## src/rtl/multi_cycle_pkg.sv

```systemverilog
// Shared types and decode helpers for the multi-cycle RV32I core.
package multi_cycle_pkg;

    localparam logic [6:0] OP_LW  = 7'b0000011;
    localparam logic [6:0] OP_SW  = 7'b0100011;
    localparam logic [6:0] OP_R   = 7'b0110011;
    localparam logic [6:0] OP_I   = 7'b0010011;
    localparam logic [6:0] OP_BEQ = 7'b1100011;
    localparam logic [6:0] OP_JAL = 7'b1101111;

    typedef enum logic [3:0] {
        S_FETCH    = 4'd0,
        S_DECODE   = 4'd1,
        S_MEMADR   = 4'd2,
        S_MEMREAD  = 4'd3,
        S_MEMWB    = 4'd4,
        S_MEMWRITE = 4'd5,
        S_EXEC_R   = 4'd6,
        S_EXEC_I   = 4'd7,
        S_ALUWB    = 4'd8,
        S_BEQ      = 4'd9,
        S_JAL      = 4'd10,
        S_TRAP     = 4'd11
    } state_e;

    typedef enum logic [2:0] {
        ALU_ADD = 3'd0,
        ALU_SUB = 3'd1,
        ALU_AND = 3'd2,
        ALU_OR  = 3'd3,
        ALU_SLT = 3'd4
    } alu_op_e;

    typedef enum logic [1:0] {
        IMM_I = 2'd0,
        IMM_S = 2'd1,
        IMM_B = 2'd2,
        IMM_J = 2'd3
    } imm_fmt_e;

    function automatic imm_fmt_e imm_fmt_of(input logic [6:0] opcode);
        case (opcode)
            OP_SW:   return IMM_S;
            OP_BEQ:  return IMM_B;
            OP_JAL:  return IMM_J;
            default: return IMM_I;
        endcase
    endfunction

    // Only the instruction bits above the opcode carry immediate fields.
    function automatic logic [31:0] imm_gen(input imm_fmt_e fmt, input logic [31:7] ir);
        case (fmt)
            IMM_S:   return {{20{ir[31]}}, ir[31:25], ir[11:7]};
            IMM_B:   return {{19{ir[31]}}, ir[31], ir[7], ir[30:25], ir[11:8], 1'b0};
            IMM_J:   return {{11{ir[31]}}, ir[31], ir[19:12], ir[20], ir[30:21], 1'b0};
            default: return {{20{ir[31]}}, ir[31:20]};
        endcase
    endfunction

    function automatic alu_op_e alu_op_of(input logic r_type, input logic [2:0] funct3,
                                          input logic [6:0] funct7);
        case (funct3)
            3'b000:  return (r_type && (funct7 == 7'b0100000)) ? ALU_SUB : ALU_ADD;
            3'b111:  return ALU_AND;
            3'b110:  return ALU_OR;
            3'b010:  return ALU_SLT;
            default: return ALU_ADD;
        endcase
    endfunction

endpackage

```

## src/rtl/mc_reg_file.sv

```systemverilog
// Architectural register file: two async read ports, one sync write port, x0 reads zero.
module mc_reg_file #(
    parameter int NREGS = 32
) (
    input  logic        clk,
    input  logic        rst,
    input  logic [4:0]  raddr1,
    input  logic [4:0]  raddr2,
    output logic [31:0] rdata1,
    output logic [31:0] rdata2,
    input  logic        we,
    input  logic [4:0]  waddr,
    input  logic [31:0] wdata
);
    localparam int AW = $clog2(NREGS);

    logic [31:0]   regs_q [NREGS];
    logic [AW-1:0] ra1_s;
    logic [AW-1:0] ra2_s;
    logic [AW-1:0] wa_s;

    assign ra1_s = raddr1[AW-1:0];
    assign ra2_s = raddr2[AW-1:0];
    assign wa_s  = waddr[AW-1:0];

    // Read ports with x0 forced to zero.
    always_comb begin
        rdata1 = (ra1_s == {AW{1'b0}}) ? 32'd0 : regs_q[ra1_s];
        rdata2 = (ra2_s == {AW{1'b0}}) ? 32'd0 : regs_q[ra2_s];
    end

    // Write port; async reset clears every entry.
    always_ff @(posedge clk or posedge rst) begin
        if (rst) begin
            for (int i = 0; i < NREGS; i++) begin
                regs_q[i] <= 32'd0;
            end
        end else if (we && (wa_s != {AW{1'b0}})) begin
            regs_q[wa_s] <= wdata;
        end
    end

endmodule

```

## src/rtl/multi_cycle_core.sv

```systemverilog
// Multi-cycle RV32I subset core with a single req/ready memory port.
// Define MULTI_CYCLE_CORE_TRAP_EN to trap on illegal opcodes and misaligned addresses.
module multi_cycle_core #(
    parameter logic [31:0] RESET_PC = 32'h0000_0000,
    parameter int          NREGS    = 32
) (
    input  logic        clk,
    input  logic        rst,
    output logic        mem_req,
    output logic        mem_we,
    output logic [31:0] mem_addr,
    output logic [31:0] mem_wdata,
    input  logic [31:0] mem_rdata,
    input  logic        mem_ready,
    output logic        retire,
    output logic [31:0] pc_o,
    output logic        halted
);
    import multi_cycle_pkg::*;

    state_e      state_q, state_d;
    logic [31:0] pc_q, pc_d, old_pc_q, old_pc_d, ir_q, ir_d, mdr_q, mdr_d;
    logic [31:0] a_q, a_d, b_q, b_d, alu_out_q, alu_out_d;

    logic [6:0]  opcode_s;
    logic [31:0] imm_s, rs1_data_s, rs2_data_s;
    logic [31:0] alu_a_s, alu_b_s, alu_res_s;
    alu_op_e     alu_op_s;
    logic        req_s, we_s, retire_s, rf_we_s;
    logic [31:0] addr_s, rf_wdata_s;

    assign opcode_s = ir_q[6:0];
    assign imm_s    = imm_gen(imm_fmt_of(opcode_s), ir_q[31:7]);

    mc_reg_file #(.NREGS(NREGS)) u_reg_file (
        .clk    (clk),
        .rst    (rst),
        .raddr1 (ir_q[19:15]),
        .raddr2 (ir_q[24:20]),
        .rdata1 (rs1_data_s),
        .rdata2 (rs2_data_s),
        .we     (rf_we_s),
        .waddr  (ir_q[11:7]),
        .wdata  (rf_wdata_s)
    );

    // Shared ALU.
    always_comb begin
        case (alu_op_s)
            ALU_SUB: alu_res_s = alu_a_s - alu_b_s;
            ALU_AND: alu_res_s = alu_a_s & alu_b_s;
            ALU_OR:  alu_res_s = alu_a_s | alu_b_s;
            ALU_SLT: alu_res_s = {31'd0, $signed(alu_a_s) < $signed(alu_b_s)};
            default: alu_res_s = alu_a_s + alu_b_s;
        endcase
    end

    // Next-state, datapath register updates and memory/retire outputs.
    always_comb begin
        state_d    = state_q;
        pc_d       = pc_q;
        old_pc_d   = old_pc_q;
        ir_d       = ir_q;
        mdr_d      = mdr_q;
        a_d        = a_q;
        b_d        = b_q;
        alu_out_d  = alu_out_q;
        req_s      = 1'b0;
        we_s       = 1'b0;
        addr_s     = pc_q;
        retire_s   = 1'b0;
        rf_we_s    = 1'b0;
        rf_wdata_s = alu_out_q;
        alu_a_s    = a_q;
        alu_b_s    = imm_s;
        alu_op_s   = ALU_ADD;
        case (state_q)
            S_FETCH: begin
                req_s = 1'b1;
                if (mem_ready) begin
                    ir_d     = mem_rdata;
                    old_pc_d = pc_q;
                    pc_d     = pc_q + 32'd4;
                    state_d  = S_DECODE;
                end else begin
                    state_d  = S_FETCH;
                end
            end
            S_DECODE: begin
                a_d       = rs1_data_s;
                b_d       = rs2_data_s;
                alu_a_s   = old_pc_q;
                alu_out_d = alu_res_s;
                case (opcode_s)
                    OP_LW, OP_SW: state_d = S_MEMADR;
                    OP_R:         state_d = S_EXEC_R;
                    OP_I:         state_d = S_EXEC_I;
                    OP_BEQ:       state_d = S_BEQ;
                    OP_JAL:       state_d = S_JAL;
                    default: begin
`ifdef MULTI_CYCLE_CORE_TRAP_EN
                        state_d  = S_TRAP;
`else
                        retire_s = 1'b1;
                        state_d  = S_FETCH;
`endif
                    end
                endcase
            end
            S_MEMADR: begin
`ifdef MULTI_CYCLE_CORE_TRAP_EN
                if (alu_res_s[1:0] != 2'b00) begin
                    state_d = S_TRAP;
                end else begin
                    alu_out_d = alu_res_s;
                    state_d   = (opcode_s == OP_SW) ? S_MEMWRITE : S_MEMREAD;
                end
`else
                alu_out_d = {alu_res_s[31:2], 2'b00};
                state_d   = (opcode_s == OP_SW) ? S_MEMWRITE : S_MEMREAD;
`endif
            end
            S_MEMREAD: begin
                req_s  = 1'b1;
                addr_s = alu_out_q;
                if (mem_ready) begin
                    mdr_d   = mem_rdata;
                    state_d = S_MEMWB;
                end else begin
                    state_d = S_MEMREAD;
                end
            end
            S_MEMWB: begin
                rf_we_s    = 1'b1;
                rf_wdata_s = mdr_q;
                retire_s   = 1'b1;
                state_d    = S_FETCH;
            end
            S_MEMWRITE: begin
                req_s  = 1'b1;
                we_s   = 1'b1;
                addr_s = alu_out_q;
                if (mem_ready) begin
                    retire_s = 1'b1;
                    state_d  = S_FETCH;
                end else begin
                    state_d  = S_MEMWRITE;
                end
            end
            S_EXEC_R, S_EXEC_I: begin
                if (state_q == S_EXEC_R) begin
                    alu_b_s  = b_q;
                    alu_op_s = alu_op_of(1'b1, ir_q[14:12], ir_q[31:25]);
                end else begin
                    alu_op_s = alu_op_of(1'b0, ir_q[14:12], ir_q[31:25]);
                end
                alu_out_d = alu_res_s;
                state_d   = S_ALUWB;
            end
            S_ALUWB: begin
                rf_we_s  = 1'b1;
                retire_s = 1'b1;
                state_d  = S_FETCH;
            end
            S_BEQ: begin
                state_d  = S_FETCH;
                retire_s = 1'b1;
                if (a_q == b_q) begin
`ifdef MULTI_CYCLE_CORE_TRAP_EN
                    if (alu_out_q[1]) begin
                        retire_s = 1'b0;
                        state_d  = S_TRAP;
                    end else begin
                        pc_d = alu_out_q;
                    end
`else
                    pc_d = {alu_out_q[31:2], 2'b00};
`endif
                end else begin
                    pc_d = pc_q;
                end
            end
            S_JAL: begin
                state_d    = S_FETCH;
                retire_s   = 1'b1;
                rf_we_s    = 1'b1;
                rf_wdata_s = old_pc_q + 32'd4;
`ifdef MULTI_CYCLE_CORE_TRAP_EN
                if (alu_out_q[1]) begin
                    retire_s = 1'b0;
                    rf_we_s  = 1'b0;
                    state_d  = S_TRAP;
                end else begin
                    pc_d = alu_out_q;
                end
`else
                pc_d = {alu_out_q[31:2], 2'b00};
`endif
            end
            S_TRAP: begin
                state_d = S_TRAP;
            end
            default: begin
                state_d = S_FETCH;
            end
        endcase
    end

    // Architectural state registers.
    always_ff @(posedge clk or posedge rst) begin
        if (rst) begin
            state_q   <= S_FETCH;
            pc_q      <= RESET_PC;
            old_pc_q  <= 32'd0;
            ir_q      <= 32'd0;
            mdr_q     <= 32'd0;
            a_q       <= 32'd0;
            b_q       <= 32'd0;
            alu_out_q <= 32'd0;
        end else begin
            state_q   <= state_d;
            pc_q      <= pc_d;
            old_pc_q  <= old_pc_d;
            ir_q      <= ir_d;
            mdr_q     <= mdr_d;
            a_q       <= a_d;
            b_q       <= b_d;
            alu_out_q <= alu_out_d;
        end
    end

    // Reset drops any request at once, even mid-transfer.
    assign mem_req   = req_s & ~rst;
    assign mem_we    = we_s;
    assign mem_addr  = addr_s;
    assign mem_wdata = b_q;
    assign retire    = retire_s & ~rst;
    assign pc_o      = pc_q;
`ifdef MULTI_CYCLE_CORE_TRAP_EN
    assign halted    = (state_q == S_TRAP);
`else
    assign halted    = 1'b0;
`endif

endmodule
```

## config.mk

```make
export PLATFORM = sky130hd
export DESIGN_NAME = multi_cycle_core
export DESIGN_NICKNAME = d
export VERILOG_FILES = /design/src/rtl/multi_cycle_pkg.sv /design/src/rtl/mc_reg_file.sv /design/src/rtl/multi_cycle_core.sv
export SDC_FILE = /design/constraint.sdc
export NUM_CORES = 2
export LEC_CHECK = 0
export CORE_UTILIZATION = 30
export CTS_BUF_LIST = sky130_fd_sc_hd__clkbuf_4
export DETAILED_ROUTE_END_ITERATION = 6
export DONT_BUFFER_PORTS = 1
export PLACE_DENSITY = 0.44
export SLEW_MARGIN = 10
export SYNTH_ARGS = -nofsm -noshare
export SYNTH_HDL_FRONTEND = slang
export SYNTH_SLANG_ARGS = --single-unit
```

## constraint.sdc

```tcl
create_clock -name clk -period 70.2 [get_ports clk]
set_clock_uncertainty 0.15 [all_clocks]
set_input_delay 21.06 -clock clk [delete_from_list [all_inputs] [get_ports clk]]
set_output_delay 21.06 -clock clk [all_outputs]
set_load 0.01 [all_outputs]
```

## Yosys cells after proc, flatten, opt, wreduce, memory -nomap -nowiden

Index checks and enable logic that the tools add are counted.

| operators by class | value |
|---|---|
| add/sub/neg operators | 4 |
| reductions and logical operators | 20 |
| mux-type cells | 40 |
| bitwise gates (word level) | 8 |
| order comparisons | 5 |
| equal/unequal tests | 31 |

Operators with widths:

| operator | count |
|---|---|
| $bwmux 1024 | 1 |
| $mux 32 | 13 |
| $bmux 32 s5 | 2 |
| $demux 32 s5 | 1 |
| $pmux 32 s2 | 2 |
| $pmux 32 s4 | 1 |
| $pmux 32 s3 | 1 |
| $add 32x3->32 const B | 2 |
| $pmux 20 s3 | 1 |
| $add 32x32->32 | 1 |
| $and 32x32->32 | 1 |
| $eq 32x32->1 | 1 |
| $lt 32x32->1 | 1 |
| $or 32x32->32 | 1 |
| $sub 32x32->32 | 1 |
| $pmux 4 s7 | 1 |
| $eq 7x6->1 const B | 3 |
| $pmux 4 s5 | 1 |
| $ge 6x6->1 const B | 3 |
| $not 5->6 | 3 |
| $eq 4x3->1 const B | 4 |
| $eq 4x4->1 const B | 4 |
| $mux 3 | 5 |
| $eq 7x7->1 const B | 2 |
| other kinds (31) | 52 |

| storage, ports and cells | value |
|---|---|
| word-level logic and storage cells | 148 |
| output and inout bits | 100 |
| bits of input ports | 35 |
| bits in registers | 1252 |

## Longest topological paths before layout

| logic depth | value |
|---|---|
| depth in word-level cells | 9 |
| mapped depth | 20 |
| mapped depth without buffers | 17 |

## Hierarchy

A second synthesis with hierarchy kept.

| unflattened totals | value |
|---|---|
| cell total of the unflattened synthesis | 5630 |
| area total of the unflattened synthesis | 71135.7 um2 |

Modules (own cells, without submodules):

| module | cells an instance | area an instance (um2) | seq. area each (um2) | times used |
|---|---|---|---|---|
| mc_reg_file | 3614 | 54748.8 | 25624.6 | 1 |
| multi_cycle_core | 2016 | 16387.0 | 5605.4 | 1 |

## Least setup slack after synthesis

OpenSTA, ideal clock, no wires.

| timing path | value |
|---|---|
| kind | input to output |
| start | input port mem_ready |
| end | output port retire |
| path slack | 27.527 ns |
| data required time | 48.990 ns |
| buffers on the path | 0 |
| data arrival time | 21.463 ns |
| stages | 4 |
| cells stage by stage | a21oi_1 o21ai_0 a31oi_1 nor2_1 |

| on the way | value |
|---|---|
| word-level cells in the longest chain between the ends | 3 |

Ends and longest elaborated chain:

| element | RTL line | RTL |
|---|---|---|
| start: declaration | multi_cycle_core.sv:14 | `input logic mem_ready,` |
| $mux 1 | multi_cycle_core.sv:143 | `if (mem_ready) begin` |
| $pmux 1 s3 | multi_cycle_core.sv:77 | `case (state_q)` |
| $and 1x1->1 | multi_cycle_core.sv:237 | `assign retire = retire_s & ~rst;` |
| end: declaration | multi_cycle_core.sv:15 | `output logic retire,` |

Every way passes these cells.

## Worst setup path in the final report

Same ends and word-level chain as after synthesis.

==> results.cfg <==
[yosys]
synth_cell_types = 83
ys.flop_type = dfrtp_1
yosysWarningCount = 0
synth-async-reset-ratio_pct = 100
synth_enable_flop_cells = 0
synth_cells = 6780
syn_avg_cell_area_um2 = 10.1
ys_ff_latch = 1248
ys_seq_area_share_pct = 45.6
netlist_area_mm2 = 0.0685

[power]
p_comb_share_pct = 45.8
power_uw = 3280
p_leak_uw = 0.0330
seq_power_share_pct = 33.4
powerDensity_mw_per_mm2 = 43.1
p_clk_share_pct = 20.8
p_switching_uw = 1550
power.internal_uw = 1740
peakVddDrop_v = 0.0000338
sw_frac_of_total_pct = 47.1

[drt]
wl_met1_um = 123000
via_per_inst = 5.56
detail-route-antenna-nets = 0
routed.top_layer = met5
wl_per_cell_um = 28.9
wl_met2_um = 134000
drt_iter0_drc = 4771
wl_met3_um = 20800
wirelength_um = 288000
drt_first_pass_iters = 5
drc = 0
vias = 55300

[grt]
grt_pass1_wl_um = 410000
grt_usage_pct = 24.8
grt_max_degree = 160
globalRouteOverflowTotal = 0
grt_pass1_vias = 54300
grt_antenna_before_repair = 26

[timing]
slew_headroom_pct = 15.2
timing.hold.ws_ns = 0.247
period_needed_ns = 42.99
hold_viol = 0
grt_setup_unrepaired = false
setup_ws_ns = 27.21
fmax_mhz = 23.3
tightest_slew_ns = 1.27
finalCritPeriodShare_pct = 61.2
setup_tns_ns = 0
drv_slew = 0
finalSetupViolCount = 0

[clock_tree]
post_cts_buffers = 0
cts_made_buffers = 376
cts_tree = yes
cts_resized = 0
hold_buffers = 0
clk_path_buf_depth = 4
root_buffer = clkbuf_4
clock_sinks = 1248
clk_pin_slew_ns = 0.06
h-tree-depth = 5
clkLatencyLatePin_ns = 1.45

[setup_path]
worst_path_largest_cell_delay_ns = 0.37
slowest_stage = a31oi_1
path_buf_inv = 0
crit_path_max_fanout = 7
critPathLaunchType = input port
r2r_start = state_q[3]
arrival_ns = 21.78
worstPathCellList = a21oi_1, o21ai_0, a31oi_1, nor2_1
worstSetupPathType = in -> out
r2r_cells = 17
path_delay_family = compound AO/OA/AOI/OAI gates
ff2ff_setup_slack_ns = 63.72
r2r_end = alu_out_q[20]
end_kind = primary output
required_ns = 48.99

[run]
maxCapViolCount = 0

[placement]
hpwl_um = 180000
place.gp.congestion = 0.911
placed_area_mm2 = 0.0718
io_buffers = 0
place_ws_ns = 27.22

[status]
outcome = finished clean

[floorplan]
placement_rows = 175
chipWidth_um = 480
chipHeight_um = 480
die_area_mm2 = 0.230
io_pins = 135
start_util_pct = 30.2
core_mm2 = 0.227

[final_layout]
final_nets = 6803
final_area_mm2 = 0.0762
area_delta_synth_final_pct = 11.2
layout-drive-gt1-share_pct = 20.5
nFillCells = 23400

[worst_hold_path]
min-delay-start = u_reg_file.regs_q[1019]
holdCritPathClass = reg -> reg
hold_path_end = u_reg_file.regs_q[1019]
min_path_cells = 0
-- per-layer routing --
metal / vias to the layer above / track usage [%]
li1: 24400 / -
met1: 28300 / 33.1
met2: 2118 / 39.5
met3: 462 / 5.31
met4: 16 / 9.08
met5: - / 0
-- final cells by class --
| class | instances | area (um^2) | area share, % |
|---|---|---|---|
| multi-input combinational | 4781 | 35100 | 46.1 |
| tap | 3009 | 3760 | 4.94 |
| clock inverter | 94 | 385 | 0.506 |
| inverter | 109 | 417 | 0.547 |
| timing repair buffer | 152 | 1230 | 1.61 |
| clock buffer | 530 | 3980 | 5.22 |
| sequential | 1248 | 31300 | 41.0 |
| antenna | 23 | 57.6 | 0.0755 |
-- cells in the final DEF, fill, tap and decap left out, types with 13 or more instances in the layout --
| cell | count |
|---|---|
| a21oi_1 | 579 |
| a221oi_1 | 13 |
| a221oi_4 | 26 |
| a31oi_1 | 16 |
| and3_1 | 14 |
| buf_4 | 145 |
| clkbuf_4 | 530 |
| clkinv_1 | 84 |
| dfrtp_1 | 1237 |
| diode_2 | 23 |
| ha_1 | 98 |
| inv_1 | 106 |
| mux2_1 | 44 |
| mux2_2 | 195 |
| mux2i_1 | 208 |
| mux4_2 | 419 |
| nand2_1 | 1060 |
| nand2_4 | 25 |
| nand2b_1 | 22 |
| nand3_1 | 47 |
| nand4_1 | 19 |
| nor2_1 | 436 |
| nor2b_1 | 41 |
| nor3_1 | 70 |
| o21ai_0 | 908 |
| o21ai_1 | 43 |
| o21bai_1 | 13 |
| o221ai_1 | 73 |
| o22ai_1 | 121 |
| o31ai_1 | 29 |
| xnor2_1 | 24 |
| xor2_1 | 48 |
-- Yosys cell counts (60+ instances only) --
library cell | count | area (um^2)
buf_2 | 67 | 335
inv_1 | 107 | 402
nor3_1 | 72 | 360
ha_1 | 98 | 1230
nor2_1 | 438 | 1640
mux2i_1 | 208 | 2080
a21oi_1 | 582 | 2910
clkbuf_1 | 503 | 1890
mux4_2 | 419 | 9440
nand2_1 | 1085 | 4070
o22ai_1 | 121 | 757
buf_1 | 60 | 225
o21ai_0 | 909 | 4550
dfrtp_1 | 1248 | 31200
o221ai_1 | 73 | 639
mux2_2 | 195 | 2200
-- power by group through the flow --
| stage | clock network [uW] | registers [uW] | logic (uW) |
|---|---|---|---|
| 6_report | 684 | 1100 | 1500 |
| 5_1_grt | 745 | 1110 | 1610 |
| 4_1_cts | 704 | 1090 | 1500 |
| 3_5_place_dp | 0 | 1100 | 1490 |
| 3_3_place_gp | 0 | 1100 | 1490 |
| 2_1_floorplan | 0 | 976 | 1020 |
-- worst max-delay path by stage --
stage | to | slack [ns] | depth (start not counted) | from
after global placement | retire | 27.15 | 4 | mem_ready
final | retire | 27.21 | 4 | mem_ready
after CTS | retire | 27.22 | 4 | mem_ready
after detailed placement | retire | 27.22 | 4 | mem_ready
after floorplan | a_q[0] | 13.82 | 1 | rst
after global routing | retire | 27.16 | 4 | mem_ready
-- worst register-to-register path: cells and delay by family (launching register included) --
kind	cells	cell delay, ns
adders and majority gates	1	0.46
and+or+nand+nor	4	1.11
buffers and inverters	3	1.11
xor gates and xnor gates	1	0.11
DFF	1	0.65
AOI/OAI and AO/OA	8	2.77
-- sequential cells by signal, summed over array words and instances, names as in the netlist --
name	cells
ir_q	32
a_q	32
u_reg_file.regs_q	1024
mdr_q	32
pc_o	30
old_pc_q	30
alu_out_q	32
state_q	4
mem_wdata	32
-- cells by family (layout without fill, tap and decap cells) --
kind of cell | after synthesis | count (layout) | share of synthesized area (%)
compound gates | 1928 | 1928 | 15.7
simple gates | 1812 | 1812 | 10.9
flops | 1248 | 1248 | 45.6
mux | 866 | 866 | 20.7
buf+inv | 753 | 885 | 4.35
fa+ha+maj | 100 | 100 | 1.85
xor+xnor | 72 | 72 | 0.921
other cells | 1 | 26 | 0.00547
-- through the flow --
step / instances / util (%)
after floorplan: 6782 / -
after global placement: 9299 / 31.6
after detailed placement: 9299 / 31.6
after CTS: 9923 / 33.5
after global routing: 9938 / 33.5
final: 9946 / 33.6
Note: power is estimated with default switching activity, not from simulation.
